[config.mk]
export PLATFORM = sky130hd
export DESIGN_NAME = data_path_gen_flat
export DESIGN_NICKNAME = d
export VERILOG_FILES = /design/src/rtl/data_path_gen_if.sv /design/src/rtl/data_path_gen.sv /design/src/flat_wrapper.sv
export SDC_FILE = /design/constraint.sdc
export NUM_CORES = 1
export LEC_CHECK = 0
export ABC_AREA = 1
export CORE_MARGIN = 2
export CORE_UTILIZATION = 60
export CTS_BUF_LIST = sky130_fd_sc_hd__clkbuf_8 sky130_fd_sc_hd__clkbuf_16
export CTS_CLUSTER_DIAMETER = 120
export CTS_CLUSTER_SIZE = 14
export DETAILED_ROUTE_END_ITERATION = 8
export PLACE_DENSITY = 0.84
export REMOVE_ABC_BUFFERS = 1
export SLEW_MARGIN = 20
export SYNTH_ARGS = -nofsm -noshare
export SYNTH_HDL_FRONTEND = slang
export SYNTH_SLANG_ARGS = --single-unit
[constraint.sdc]
create_clock -name Clk -period 5.7 [get_ports Clk]
set_input_delay 1.14 -clock Clk [delete_from_list [all_inputs] [get_ports Clk]]
set_output_delay 1.14 -clock Clk [all_outputs]
set_load 0.01 [all_outputs]
[src/rtl/data_path_gen_if.sv]
// Control-unit / memory side of the parametrised data path: select and load strobes in,
// MAR, IR, CCR and Bus1 out.
interface data_path_gen_if #(
    parameter int unsigned DATA_W = 8,
    parameter int unsigned NREG   = 4
);
    localparam int unsigned RSEL_W = $clog2(NREG);

    logic [DATA_W-1:0] from_memory;
    logic [2:0]        ALU_Sel;
    logic [1:0]        Bus1_Sel;
    logic [1:0]        Bus2_Sel;
    logic [RSEL_W-1:0] Rd_Sel;
    logic [RSEL_W-1:0] Rs1_Sel;
    logic [RSEL_W-1:0] Rs2_Sel;
    logic              IR_Load;
    logic              MAR_Load;
    logic              PC_Load;
    logic              Reg_Load;
    logic              CCR_Load;
    logic              PC_Inc;
    logic              SP_Inc;
    logic              SP_Dec;
    logic [DATA_W-1:0] address;
    logic [DATA_W-1:0] to_memory;
    logic [DATA_W-1:0] IR_out;
    logic [3:0]        CCR_Result;

    modport master (
        output from_memory, ALU_Sel, Bus1_Sel, Bus2_Sel, Rd_Sel, Rs1_Sel, Rs2_Sel,
               IR_Load, MAR_Load, PC_Load, Reg_Load, CCR_Load, PC_Inc, SP_Inc, SP_Dec,
        input  address, to_memory, IR_out, CCR_Result
    );

    modport slave (
        input  from_memory, ALU_Sel, Bus1_Sel, Bus2_Sel, Rd_Sel, Rs1_Sel, Rs2_Sel,
               IR_Load, MAR_Load, PC_Load, Reg_Load, CCR_Load, PC_Inc, SP_Inc, SP_Dec,
        output address, to_memory, IR_out, CCR_Result
    );
endinterface

[src/rtl/data_path_gen.sv]
// Parametrised data path: NREG-entry register file, PC, SP, MAR, IR, NZVC CCR and an
// 8-function ALU joined by two buses.
module data_path_gen #(
    parameter int unsigned       DATA_W = 8,
    parameter int unsigned       NREG   = 4,
    parameter logic [DATA_W-1:0] RST_PC = '0,
    parameter logic [DATA_W-1:0] RST_SP = '1
) (
    input  logic            Clk,
    input  logic            Reset,
    data_path_gen_if.slave  bus
);
    localparam int unsigned MSB   = DATA_W - 1;
    localparam int unsigned EXT_W = DATA_W + 1;

    localparam logic [2:0] ALU_ADD = 3'b000;
    localparam logic [2:0] ALU_SUB = 3'b001;
    localparam logic [2:0] ALU_AND = 3'b010;
    localparam logic [2:0] ALU_OR  = 3'b011;
    localparam logic [2:0] ALU_XOR = 3'b100;
    localparam logic [2:0] ALU_INC = 3'b101;
    localparam logic [2:0] ALU_DEC = 3'b110;
    localparam logic [2:0] ALU_ADC = 3'b111;

    logic [DATA_W-1:0] r_pc;
    logic [DATA_W-1:0] r_sp;
    logic [DATA_W-1:0] r_mar;
    logic [DATA_W-1:0] r_ir;
    logic [3:0]        r_ccr;
    logic [DATA_W-1:0] r_regs [NREG];

    logic [DATA_W-1:0] w_bus1;
    logic [DATA_W-1:0] w_bus2;
    logic [DATA_W-1:0] w_x;
    logic [DATA_W-1:0] w_y;
    logic [DATA_W:0]   w_ext;
    logic [DATA_W-1:0] w_alu_result;
    logic              w_n;
    logic              w_z;
    logic              w_v;
    logic              w_c;

    always_comb begin
        w_bus1 = '0;
        case (bus.Bus1_Sel)
            2'b00:   w_bus1 = r_pc;
            2'b01:   w_bus1 = r_regs[bus.Rs1_Sel];
            2'b10:   w_bus1 = r_sp;
            default: w_bus1 = '0;
        endcase
    end

    assign w_x = w_bus1;
    assign w_y = r_regs[bus.Rs2_Sel];

    // Result computed one bit wide so bit DATA_W is carry-out (add) or borrow (subtract).
    always_comb begin
        w_ext = '0;
        w_v   = 1'b0;
        w_c   = 1'b0;
        case (bus.ALU_Sel)
            ALU_ADD: begin
                w_ext = {1'b0, w_x} + {1'b0, w_y};
                w_c   = w_ext[DATA_W];
                w_v   = (w_x[MSB] == w_y[MSB]) && (w_ext[MSB] != w_x[MSB]);
            end
            ALU_SUB: begin
                w_ext = {1'b0, w_x} - {1'b0, w_y};
                w_c   = w_ext[DATA_W];
                w_v   = (w_x[MSB] != w_y[MSB]) && (w_ext[MSB] != w_x[MSB]);
            end
            ALU_AND: w_ext = {1'b0, w_x & w_y};
            ALU_OR:  w_ext = {1'b0, w_x | w_y};
            ALU_XOR: w_ext = {1'b0, w_x ^ w_y};
            ALU_INC: begin
                w_ext = {1'b0, w_x} + EXT_W'(1);
                w_c   = w_ext[DATA_W];
                w_v   = !w_x[MSB] && w_ext[MSB];
            end
            ALU_DEC: begin
                w_ext = {1'b0, w_x} - EXT_W'(1);
                w_c   = w_ext[DATA_W];
                w_v   = w_x[MSB] && !w_ext[MSB];
            end
            ALU_ADC: begin
                w_ext = {1'b0, w_x} + {1'b0, w_y} + EXT_W'(r_ccr[0]);
                w_c   = w_ext[DATA_W];
                w_v   = (w_x[MSB] == w_y[MSB]) && (w_ext[MSB] != w_x[MSB]);
            end
            default: w_ext = '0;
        endcase
    end

    assign w_alu_result = w_ext[DATA_W-1:0];
    assign w_n          = w_alu_result[MSB];
    assign w_z          = (w_alu_result == '0);

    always_comb begin
        w_bus2 = '0;
        case (bus.Bus2_Sel)
            2'b00:   w_bus2 = w_alu_result;
            2'b01:   w_bus2 = w_bus1;
            2'b10:   w_bus2 = bus.from_memory;
            default: w_bus2 = r_regs[bus.Rs2_Sel];
        endcase
    end

    // All loads sample the same pre-edge Bus2 and flags; reset discards every strobe.
    always_ff @(posedge Clk) begin
        if (Reset) begin
            r_pc  <= RST_PC;
            r_sp  <= RST_SP;
            r_mar <= '0;
            r_ir  <= '0;
            r_ccr <= '0;
            for (int i = 0; i < NREG; i++) begin
                r_regs[i] <= '0;
            end
        end else begin
            if (bus.IR_Load)  r_ir  <= w_bus2;
            if (bus.MAR_Load) r_mar <= w_bus2;
            if (bus.CCR_Load) r_ccr <= {w_n, w_z, w_v, w_c};
            if (bus.Reg_Load) r_regs[bus.Rd_Sel] <= w_bus2;

            if (bus.PC_Load)     r_pc <= w_bus2;
            else if (bus.PC_Inc) r_pc <= r_pc + DATA_W'(1);

            if (bus.SP_Inc && !bus.SP_Dec)      r_sp <= r_sp + DATA_W'(1);
            else if (bus.SP_Dec && !bus.SP_Inc) r_sp <= r_sp - DATA_W'(1);
        end
    end

    assign bus.address    = r_mar;
    assign bus.IR_out     = r_ir;
    assign bus.CCR_Result = r_ccr;
    assign bus.to_memory  = w_bus1;
endmodule

[src/flat_wrapper.sv]
// flat-port wrapper written by rule: the top's interface ports become plain ports
module data_path_gen_flat 
#(
    parameter int unsigned       DATA_W = 8,
    parameter int unsigned       NREG   = 4,
    parameter logic [DATA_W-1:0] RST_PC = '0,
    parameter logic [DATA_W-1:0] RST_SP = '1
)
  (Clk, Reset, bus_from_memory, bus_ALU_Sel, bus_Bus1_Sel, bus_Bus2_Sel, bus_Rd_Sel, bus_Rs1_Sel, bus_Rs2_Sel, bus_IR_Load, bus_MAR_Load, bus_PC_Load, bus_Reg_Load, bus_CCR_Load, bus_PC_Inc, bus_SP_Inc, bus_SP_Dec, bus_address, bus_to_memory, bus_IR_out, bus_CCR_Result);
  data_path_gen_if #(.DATA_W(DATA_W), .NREG(NREG)) bus_i ();
  input  logic Clk;
  input  logic Reset;
  input wire logic [$bits(bus_i.from_memory)-1:0] bus_from_memory;
  input wire logic [$bits(bus_i.ALU_Sel)-1:0] bus_ALU_Sel;
  input wire logic [$bits(bus_i.Bus1_Sel)-1:0] bus_Bus1_Sel;
  input wire logic [$bits(bus_i.Bus2_Sel)-1:0] bus_Bus2_Sel;
  input wire logic [$bits(bus_i.Rd_Sel)-1:0] bus_Rd_Sel;
  input wire logic [$bits(bus_i.Rs1_Sel)-1:0] bus_Rs1_Sel;
  input wire logic [$bits(bus_i.Rs2_Sel)-1:0] bus_Rs2_Sel;
  input wire logic [$bits(bus_i.IR_Load)-1:0] bus_IR_Load;
  input wire logic [$bits(bus_i.MAR_Load)-1:0] bus_MAR_Load;
  input wire logic [$bits(bus_i.PC_Load)-1:0] bus_PC_Load;
  input wire logic [$bits(bus_i.Reg_Load)-1:0] bus_Reg_Load;
  input wire logic [$bits(bus_i.CCR_Load)-1:0] bus_CCR_Load;
  input wire logic [$bits(bus_i.PC_Inc)-1:0] bus_PC_Inc;
  input wire logic [$bits(bus_i.SP_Inc)-1:0] bus_SP_Inc;
  input wire logic [$bits(bus_i.SP_Dec)-1:0] bus_SP_Dec;
  output wire logic [$bits(bus_i.address)-1:0] bus_address;
  output wire logic [$bits(bus_i.to_memory)-1:0] bus_to_memory;
  output wire logic [$bits(bus_i.IR_out)-1:0] bus_IR_out;
  output wire logic [$bits(bus_i.CCR_Result)-1:0] bus_CCR_Result;
  assign bus_i.from_memory = bus_from_memory;
  assign bus_i.ALU_Sel = bus_ALU_Sel;
  assign bus_i.Bus1_Sel = bus_Bus1_Sel;
  assign bus_i.Bus2_Sel = bus_Bus2_Sel;
  assign bus_i.Rd_Sel = bus_Rd_Sel;
  assign bus_i.Rs1_Sel = bus_Rs1_Sel;
  assign bus_i.Rs2_Sel = bus_Rs2_Sel;
  assign bus_i.IR_Load = bus_IR_Load;
  assign bus_i.MAR_Load = bus_MAR_Load;
  assign bus_i.PC_Load = bus_PC_Load;
  assign bus_i.Reg_Load = bus_Reg_Load;
  assign bus_i.CCR_Load = bus_CCR_Load;
  assign bus_i.PC_Inc = bus_PC_Inc;
  assign bus_i.SP_Inc = bus_SP_Inc;
  assign bus_i.SP_Dec = bus_SP_Dec;
  assign bus_address = bus_i.address;
  assign bus_to_memory = bus_i.to_memory;
  assign bus_IR_out = bus_i.IR_out;
  assign bus_CCR_Result = bus_i.CCR_Result;
  data_path_gen #(.DATA_W(DATA_W), .NREG(NREG), .RST_PC(RST_PC), .RST_SP(RST_SP)) u_core (.Clk(Clk), .Reset(Reset), .bus(bus_i));
endmodule
* Yosys cells after proc, flatten, opt, wreduce, memory -nomap -nowiden *
Memory sizes are Yosys's and may differ from the RTL's.
Cells that the tools add are included.

storage, ports and cells
  memories kept = 1
  flip-flop bits (word level) = 36
  memory bits (read-only) = 0
  bits in latches = 0
  input port bits = 31
  memory bits (writable) = 32

memories
  name           depth  width  rd ports  clocked after memory_dff  write ports  line                 text
  u_core.r_regs  4      8      2         0                         4            data_path_gen.sv:30  logic [DATA_W-1:0] r_regs [NREG];

operators by class
  add/subtract/negate cells = 8
  equal/unequal tests = 16
  mux-type cells = 17
  order comparisons = 0
  reductions and logical operators = 18
  bitwise gates (word level) = 3
  shift-type cells = 0
  divide/modulo/power cells = 0
  $mul = 0

operator list
  operator               count
  $pmux W8 S8            1
  $pmux W8 S3            2
  $mux W8                5
  $add A8 B1 Y8 const B  2
  $eq A3 B3 Y1 const B   4
  $pmux W1 S5            2
  $add A8 B1 Y9 const B  1
  $add A8 B8 Y9          1
  $add A9 B1 Y9          1
  $sub A8 B1 Y9 const B  1
  $sub A8 B8 Y9          1
  $and A8 B8 Y8          1
  $logic_not A8 Y1       1
  $or A8 B8 Y8           1
  $reduce_or A8 Y1       1
  $sub A8 B1 Y8 const B  1
  $xor A8 B8 Y8          1
  $logic_and A1 B1 Y1    7
  $eq A3 B2 Y1 const B   2
  $mux W1                6
  $eq A2 B1 Y1 const B   2
  $eq A2 B2 Y1 const B   2
  $logic_not A1 Y1       4
  $logic_not A2 Y1       2
  6 further kinds        10

* Longest topological paths before layout *
Gate-level depths: netlist of run 1.

  word-level depth = 7
  mapped depth = 28

* Worst setup path before layout of run 1 *
No wires, ideal clock.

  path kind = input-to-reg
  start point = input port bus_Rs2_Sel[1]
  end point = memory u_core.r_regs[1][6] (data pin)
  buffers on the path = 1
  slack = 1627 ps
  arrival time = 3813 ps
  cell stages on the path = 22
  data required time = 5440 ps
  setup time = 260 ps
  cells stage by stage = clkbuf_1 -> inv_1 -> a21oi_1 -> o21ai_0 -> nand2_1 -> inv_1 -> ha_1 -> fa_1 -> ha_1 -> inv_1 -> nor2_1 -> nand3_1 -> nor2_1 -> nand2_1 -> nor2_1 -> nor2_1 -> nor2_1 -> a21oi_2 -> nand2_2 -> nand3_2 -> nand2_2 -> nor2_1

RTL lines
  item         line                 text
  from (decl)  flat_wrapper.sv:19   input wire logic [$bits(bus_i.Rs2_Sel)-1:0] bus_Rs2_Sel;
  to (decl)    data_path_gen.sv:30

==> results.json, run 1 <==
{
  "status": "finished clean",
  "pwr-share-seq_pct": 37.0,
  "grt_max_degree": 28,
  "netlist_instances": 893,
  "post_cts_buffers": 0,
  "crit_path_end_kind": "flop",
  "max_cap_viol_count": 0,
  "post-place-ws_ns": 0.5813,
  "intPower_uw": 926.3,
  "core_mm2": 0.009284,
  "synth_edf_count": 32,
  "grt-ovfl-total": 0,
  "synth.area.top_cells": "edfxtp_1 17%, nand2_1 14%, dfxtp_1 13%",
  "wirelength_mm": 18.91,
  "finalClockSkew_ns": 0.01944,
  "syn_area_mm2": 0.005764,
  "synth_area_leader_cell": "edfxtp_1",
  "synthTopCellsByCount": "219 x nand2_1, 146 x inv_1, 105 x nor2_1, 82 x nand3_1, 58 x a21oi_1",
  "relSlewSlack_pct": 40.59,
  "cellLeakagePower_uw": 0.003350,
  "cts_buffers": 9,
  "hold_buffers": 0,
  "die_h_um": 102.0,
  "grt_pass1_wl_mm": 30.18,
  "fin_crit_ns": 4.890,
  "power_frac_comb_pct": 39.3,
  "worstRegToRegCells": 22,
  "start_kind": "input port",
  "maxClockFrequency_mhz": 204.5,
  "hold_class": "flop to flop",
  "initial_core_util_pct": 62.09,
  "drive_gt1_share_pct": 5.765,
  "ys_seq_area_share_pct": 29.17,
  "finalWorstSetupSlack_ns": 0.8099,
  "path_max_fanout": 13,
  "sw_frac_of_total_pct": 41.05,
  "crit_required_ns": 5.79,
  "synth_top_area_share_pct": 16.67,
  "power.share.clock_pct": 23.7,
  "n_antenna_cell": 0,
  "r2r_setup_slack_ns": 1.98,
  "critPathMaxStageDelay_ns": 0.76,
  "slew_violations": 0,
  "final-hold-violation-count": 0,
  "num_io_pins": 59,
  "period_share_pct": 85.79,
  "grt_pass1_vias": 6170,
  "synthFlopType": "dfxtp_1",
  "final_util_pct": 71.43,
  "synth_most_common_cell": "nand2_1",
  "ys.warnings.count": 0,
  "r2r_start": "u_core.r_regs[3][0]",
  "min_path_cells": 2,
  "cp_slowest_cell": "clkdlybuf4s50_1",
  "syn_to_final_growth_pct": 15.04,
  "setup_tns_ns": 0,
  "drt-wirelength-per-cell_um": 17.46,
  "viasPerCell": 5.801,
  "dieArea_mm2": 0.01041,
  "cp-startpoint": "bus_Rs1_Sel[0]",
  "path_cells": "clkdlybuf4s50_1 > o21ai_0 > nand2_1 > nand2_1 > nand2_1 > nand2_2 > ha_1 > fa_1 > nand2_1 > nand2_1 > nor2_1 > nand3_1 > nor2_1 > nand2_1 > nor2_1 > nand2_1 > nand3_2 > nand3_1 > nand2_1 > nand3_1 > inv_1 > nor2_1",
  "htreeDepth": 3,
  "nets": 1023,
  "ctsResizeCount": 0,
  "hold_start": "u_core.bus.CCR_Result[2]",
  "num_rows": 35,
  "tightest_slew_ns": 0.8872,
  "die_w_um": 102.0,
  "antenna_found_initial": 0,
  "cp_common_cell": "nand2_1",
  "hpwl_mm": 14.97,
  "setup_viol": 0,
  "vias": 6282,
  "drt_pass1_iterations": 6,
  "cts-root-buf": "clkbuf_8",
  "clock_path_buffers": 2,
  "drc_errors": 0,
  "r2r-end": "u_core.r_regs[3][7]",
  "synth-seq-cells": 68,
  "grt_usage_pct": 37.59,
  "io_buffers": 58,
  "synthArstFlopShare_pct": 0,
  "cts_sinks": 68,
  "gpl.final_weighted_congestion": 1.017,
  "avgSynthCellArea_um2": 6.455,
  "ant_nets": 0,
  "cts_tree": "done",
  "clk_pin_slew_ns": 0.09,
  "critical_path_class": "input port to flop",
  "rsz0062_at_grt": "false",
  "power_density_mw_per_mm2": 236.9,
  "arrival_ns": 4.98,
  "ir_drop_mv": 0.1685,
  "clock_latency_ns": 0.35,
  "p_switching_uw": 644.9,
  "synth_cell_types": 39,
  "drtIter0Drc": 446,
  "fill_cells": 789,
  "whs_endpoint": "u_core.bus.CCR_Result[2]"
}
==> through the flow <==
stage,area [um^2],cells,hold WS [ns],power (uW)
after floorplan,5650,871,0.4622,972.0
after global placement,6460,1067,0.4549,1171
after detailed placement,6460,1067,0.4626,1187
after CTS,6631,1083,0.4766,1552
after global routing,6631,1083,0.5156,1658
final,6631,1083,0.4809,1571
==> cell families (layout without fill, tap and decap cells) <==
family / count (synthesis) / count (layout) / share of synthesized area, %
simple gates: 446 / 446 / 32.73
fa+ha+maj: 43 / 43 / 9.724
compound gates: 150 / 150 / 14.93
buf+inv: 177 / 238 / 12.07
xor+xnor: 9 / 9 / 1.368
flops: 68 / 68 / 29.17
==> layout by cell type, fill, tap and decap left out, types with 32 or more instances in the layout <==
cell type / n
edfxtp_1: 32
nor2_1: 105
clkdlybuf4s50_1: 58
nand2_1: 219
nand3_1: 82
ha_1: 40
o21ai_0: 44
a21oi_1: 58
inv_1: 146
dfxtp_1: 36
==> layout make-up <==
type,count,area (um^2),share of cell area (%)
clock buffers,9,123.9,1.868
clock inverters,7,47.55,0.7170
inverters,155,581.8,8.774
multi-input cells,648,3387,51.08
flip-flops and latches,68,1682,25.36
well taps,129,161.4,2.434
repair buffers,67,648.1,9.774
==> power by group through the flow <==
stage / clock (uW) / sequential [uW] / combinational, uW
floorplan: 0 / 585 / 387
global route: 390 / 584 / 683
detailed placement: 0 / 590 / 598
CTS: 370 / 579 / 602
finish: 372 / 581 / 618
global placement: 0 / 587 / 584
==> routing by layer <==
layer  GRT usage [%]  up-vias  wire length, um
li1                -     2999                -
met1           44.04     2831             7202
met2           64.37      367             8922
met3           6.566       85             1623
met4           22.46        0             1161
met5               0        -                0
==> sequential cells by signal, summed over array words and instances, names as in the netlist <==
register / cells
u_core.bus.address: 8
u_core.bus.IR_out: 8
u_core.r_regs: 32
u_core.r_pc: 8
u_core.r_sp: 8
u_core.bus.CCR_Result: 4
==> how the worst max path moves through the flow <==
stage | endpoint | slack [ns]
after floorplan | u_core.r_regs[1][7] | 1.86
after global placement | u_core.r_regs[1][6] | 0.59
after detailed placement | u_core.r_regs[3][7] | 0.58
after CTS | u_core.r_regs[3][7] | 0.92
after global routing | u_core.r_regs[2][7] | 0.54
final | u_core.r_regs[3][7] | 0.81
==> critical path, delay by kind of cell <==
kind	cells	cell delay, ns
buffers and inverters	2	0.96
AO/OA/AOI/OAI	1	0.17
adder cells (fa/ha/maj)	2	0.77
AND/OR/NAND/NOR	17	1.92
Power figures use the tool's default switching activity.
==> run 2: changes to the inputs <==
CELL_PAD_IN_SITES_DETAIL_PLACEMENT = 2   (was unset)
CELL_PAD_IN_SITES_GLOBAL_PLACEMENT = 2   (was unset)
CORE_UTILIZATION = 34   (was 60)
PLACE_DENSITY = unset   (was 0.84)
PLACE_DENSITY_LB_ADDON = 0.1   (was unset)
==> run 2 against run 1 <==
Combinational power increased by 6.3%. Design area increased by 4.5%. Wire length increased by 30%. Worst setup slack improved by 0.056 ns. Via count increased by 0.19%. Critical path depth unchanged. Non-clock buffer count increased by 5. Highest routed layer unchanged.
==> results.json, run 2 (synthesis results as in run 1) <==
{
  "status": "finished clean",
  "cts_buffers": 9,
  "grt_pass1_wl_mm": 38.67,
  "cp_slowest_cell": "clkdlybuf4s50_1",
  "met2_length_mm": 12.02,
  "ant_nets": 0,
  "start_kind": "input port",
  "hold_class": "flop to flop",
  "drt-wirelength-per-cell_um": 20.83,
  "die_h_um": 134.2,
  "ir_drop_mv": 0.1659,
  "relSlewSlack_pct": 23.27,
  "cp_top_family": "simple AND/OR/NAND/NOR gates",
  "whs_endpoint": "u_core.bus.CCR_Result[1]",
  "met1Wirelength_mm": 11.18,
  "seqCellArea_mm2": 0.001682,
  "max_cap_viol_count": 0,
  "dp_cells": 1163,
  "drc_errors": 0,
  "maxClockFrequency_mhz": 206.9,
  "drtIter0Drc": 323,
  "hold_buffers": 0,
  "core_mm2": 0.01658,
  "drt_pass1_iterations": 5,
  "initial_core_util_pct": 34.76,
  "syn_to_final_growth_pct": 20.25,
  "hold_start": "u_core.bus.CCR_Result[1]",
  "largest_reg_flops": 32,
  "fin_cells": 1180,
  "layout_commonest_cell": "nand2_1",
  "grt-ovfl-total": 0,
  "drive_gt1_share_pct": 6.152,
  "nets": 1028,
  "wirelength_mm": 24.58,
  "clock_path_buffers": 2,
  "cp-startpoint": "bus_Rs1_Sel[1]",
  "setup_viol": 0,
  "gpl.final_weighted_congestion": 0.9069,
  "arrival_ns": 4.90,
  "r2r_start": "u_core.r_regs[3][0]",
  "tightest_slew_ns": 1.146,
  "final_cell_mix": "219 x nand2_1, 147 x inv_1, 105 x nor2_1",
  "post_cts_buffers": 0,
  "antenna_found_initial": 0,
  "crit_path_end_kind": "flop",
  "viasPerCell": 5.334,
  "fill_cells": 2040,
  "die_w_um": 134.2,
  "grt_max_degree": 27,
  "crit_required_ns": 5.77,
  "multi_input_area_mm2": 0.003387,
  "fin_crit_ns": 4.834,
  "clk_pin_slew_ns": 0.06,
  "cts-root-buf": "clkbuf_16",
  "htreeDepth": 3,
  "critical_path_class": "input port to flop",
  "whs_ns": 0.4751,
  "rsz0062_at_grt": "false",
  "grt_usage_pct": 27.95,
  "num_rows": 47,
  "hpwl_mm": 19.88,
  "min_path_cells": 2,
  "path_buf_inv": 3,
  "grt_pass1_vias": 6943,
  "critical_path_depth": 22,
  "highest_layer": "met4",
  "num_io_pins": 59,
  "dr_wl_met3_um": 801,
  "cts_tree": "done",
  "slew_violations": 0,
  "p_total_uw": 1844,
  "finalClockSkew_ns": 0.009322,
  "cellLeakagePower_uw": 0.003437,
  "final-hold-violation-count": 0,
  "power_density_mw_per_mm2": 266.1,
  "path_max_fanout": 9,
  "worstRegToRegCells": 22,
  "vias": 6294,
  "period_share_pct": 84.81,
  "r2r-end": "u_core.r_regs[1][7]",
  "cp_common_cell": "nand2_1",
  "setup_tns_ns": 0,
  "clock_latency_ns": 0.34,
  "path_cells": "clkdlybuf4s50_1 > inv_2 > nand2_1 > nand2_1 > nand2_1 > nand2_2 > ha_1 > fa_1 > nand2_1 > nand2_1 > nor2_1 > nand3_1 > nor2_1 > nand2_1 > nor2_1 > nand2_1 > nand3_2 > nand3_1 > nand2_1 > nand3_1 > inv_1 > nor2_1",
  "cts_sinks": 68,
  "io_buffers": 58,
  "largest-register": "u_core.r_regs",
  "r2r_setup_slack_ns": 1.98,
  "dieArea_mm2": 0.01801,
  "ctsResizeCount": 0,
  "critPathMaxStageDelay_ns": 0.72
}
## run 2: changes by cell type in the layout (fill, tap and decap cells not counted), sizes merged
cell and delta:
buf +5, bufinv +2, clkinvlp +1, diode +1, inv -3
## run 2: routing by layer
layer	GRT usage [%]	up-vias
met4	8.070	0
li1	-	3011
met5	0	-
met3	3.893	38
met2	48.44	115
met1	36.21	3130
## run 2: power by group
part	internal, uW	total (uW)	leakage, uW	switching, uW
clock	381	606	0.000153	224
combinational	221	657	0.00265	436
sequential	551	581	0.000634	30.1
total	1150	1840	0.00344	691
## run 2: stage by stage
stage / instance area [um^2] / util (%) / setup slack [ns]
floorplan: 5650 / - / 1.861
global placement: 6611 / 39.87 / 0.6793
detailed placement: 6611 / 39.87 / 0.5204
CTS: 6929 / 41.78 / 0.8661
global route: 6929 / 41.78 / 0.4887
finish: 6932 / 41.80 / 0.8661
## run 2: how the worst max path moves through the flow
stage | slack (ns) | to
global route | 0.49 | u_core.r_regs[1][7]
floorplan | 1.86 | u_core.r_regs[1][7]
global placement | 0.68 | u_core.r_regs[1][7]
CTS | 0.87 | u_core.r_regs[1][7]
detailed placement | 0.52 | u_core.r_regs[1][7]
finish | 0.87 | u_core.r_regs[1][7]
## run 2: final cells by class
| class | instances | share of cell area (%) |
|---|---|---|
| sequential | 68 | 24.26 |
| multi-input combinational | 648 | 48.86 |
| clock buffer | 9 | 3.249 |
| antenna | 1 | 0.03610 |
| inverter | 155 | 8.393 |
| clock inverter | 7 | 1.336 |
| timing repair buffer | 72 | 9.892 |
| tap | 220 | 3.971 |
## run 2: worst reg2reg max path, delay by kind of cell, from the launching register on
| family | cells | cell delay (ns) |
|---|---|---|
| simple gates | 18 | 2.00 |
| fa+ha+maj | 2 | 0.77 |
| flops | 1 | 0.41 |
| buf+inv | 1 | 0.19 |
| compound gates | 1 | 0.09 |
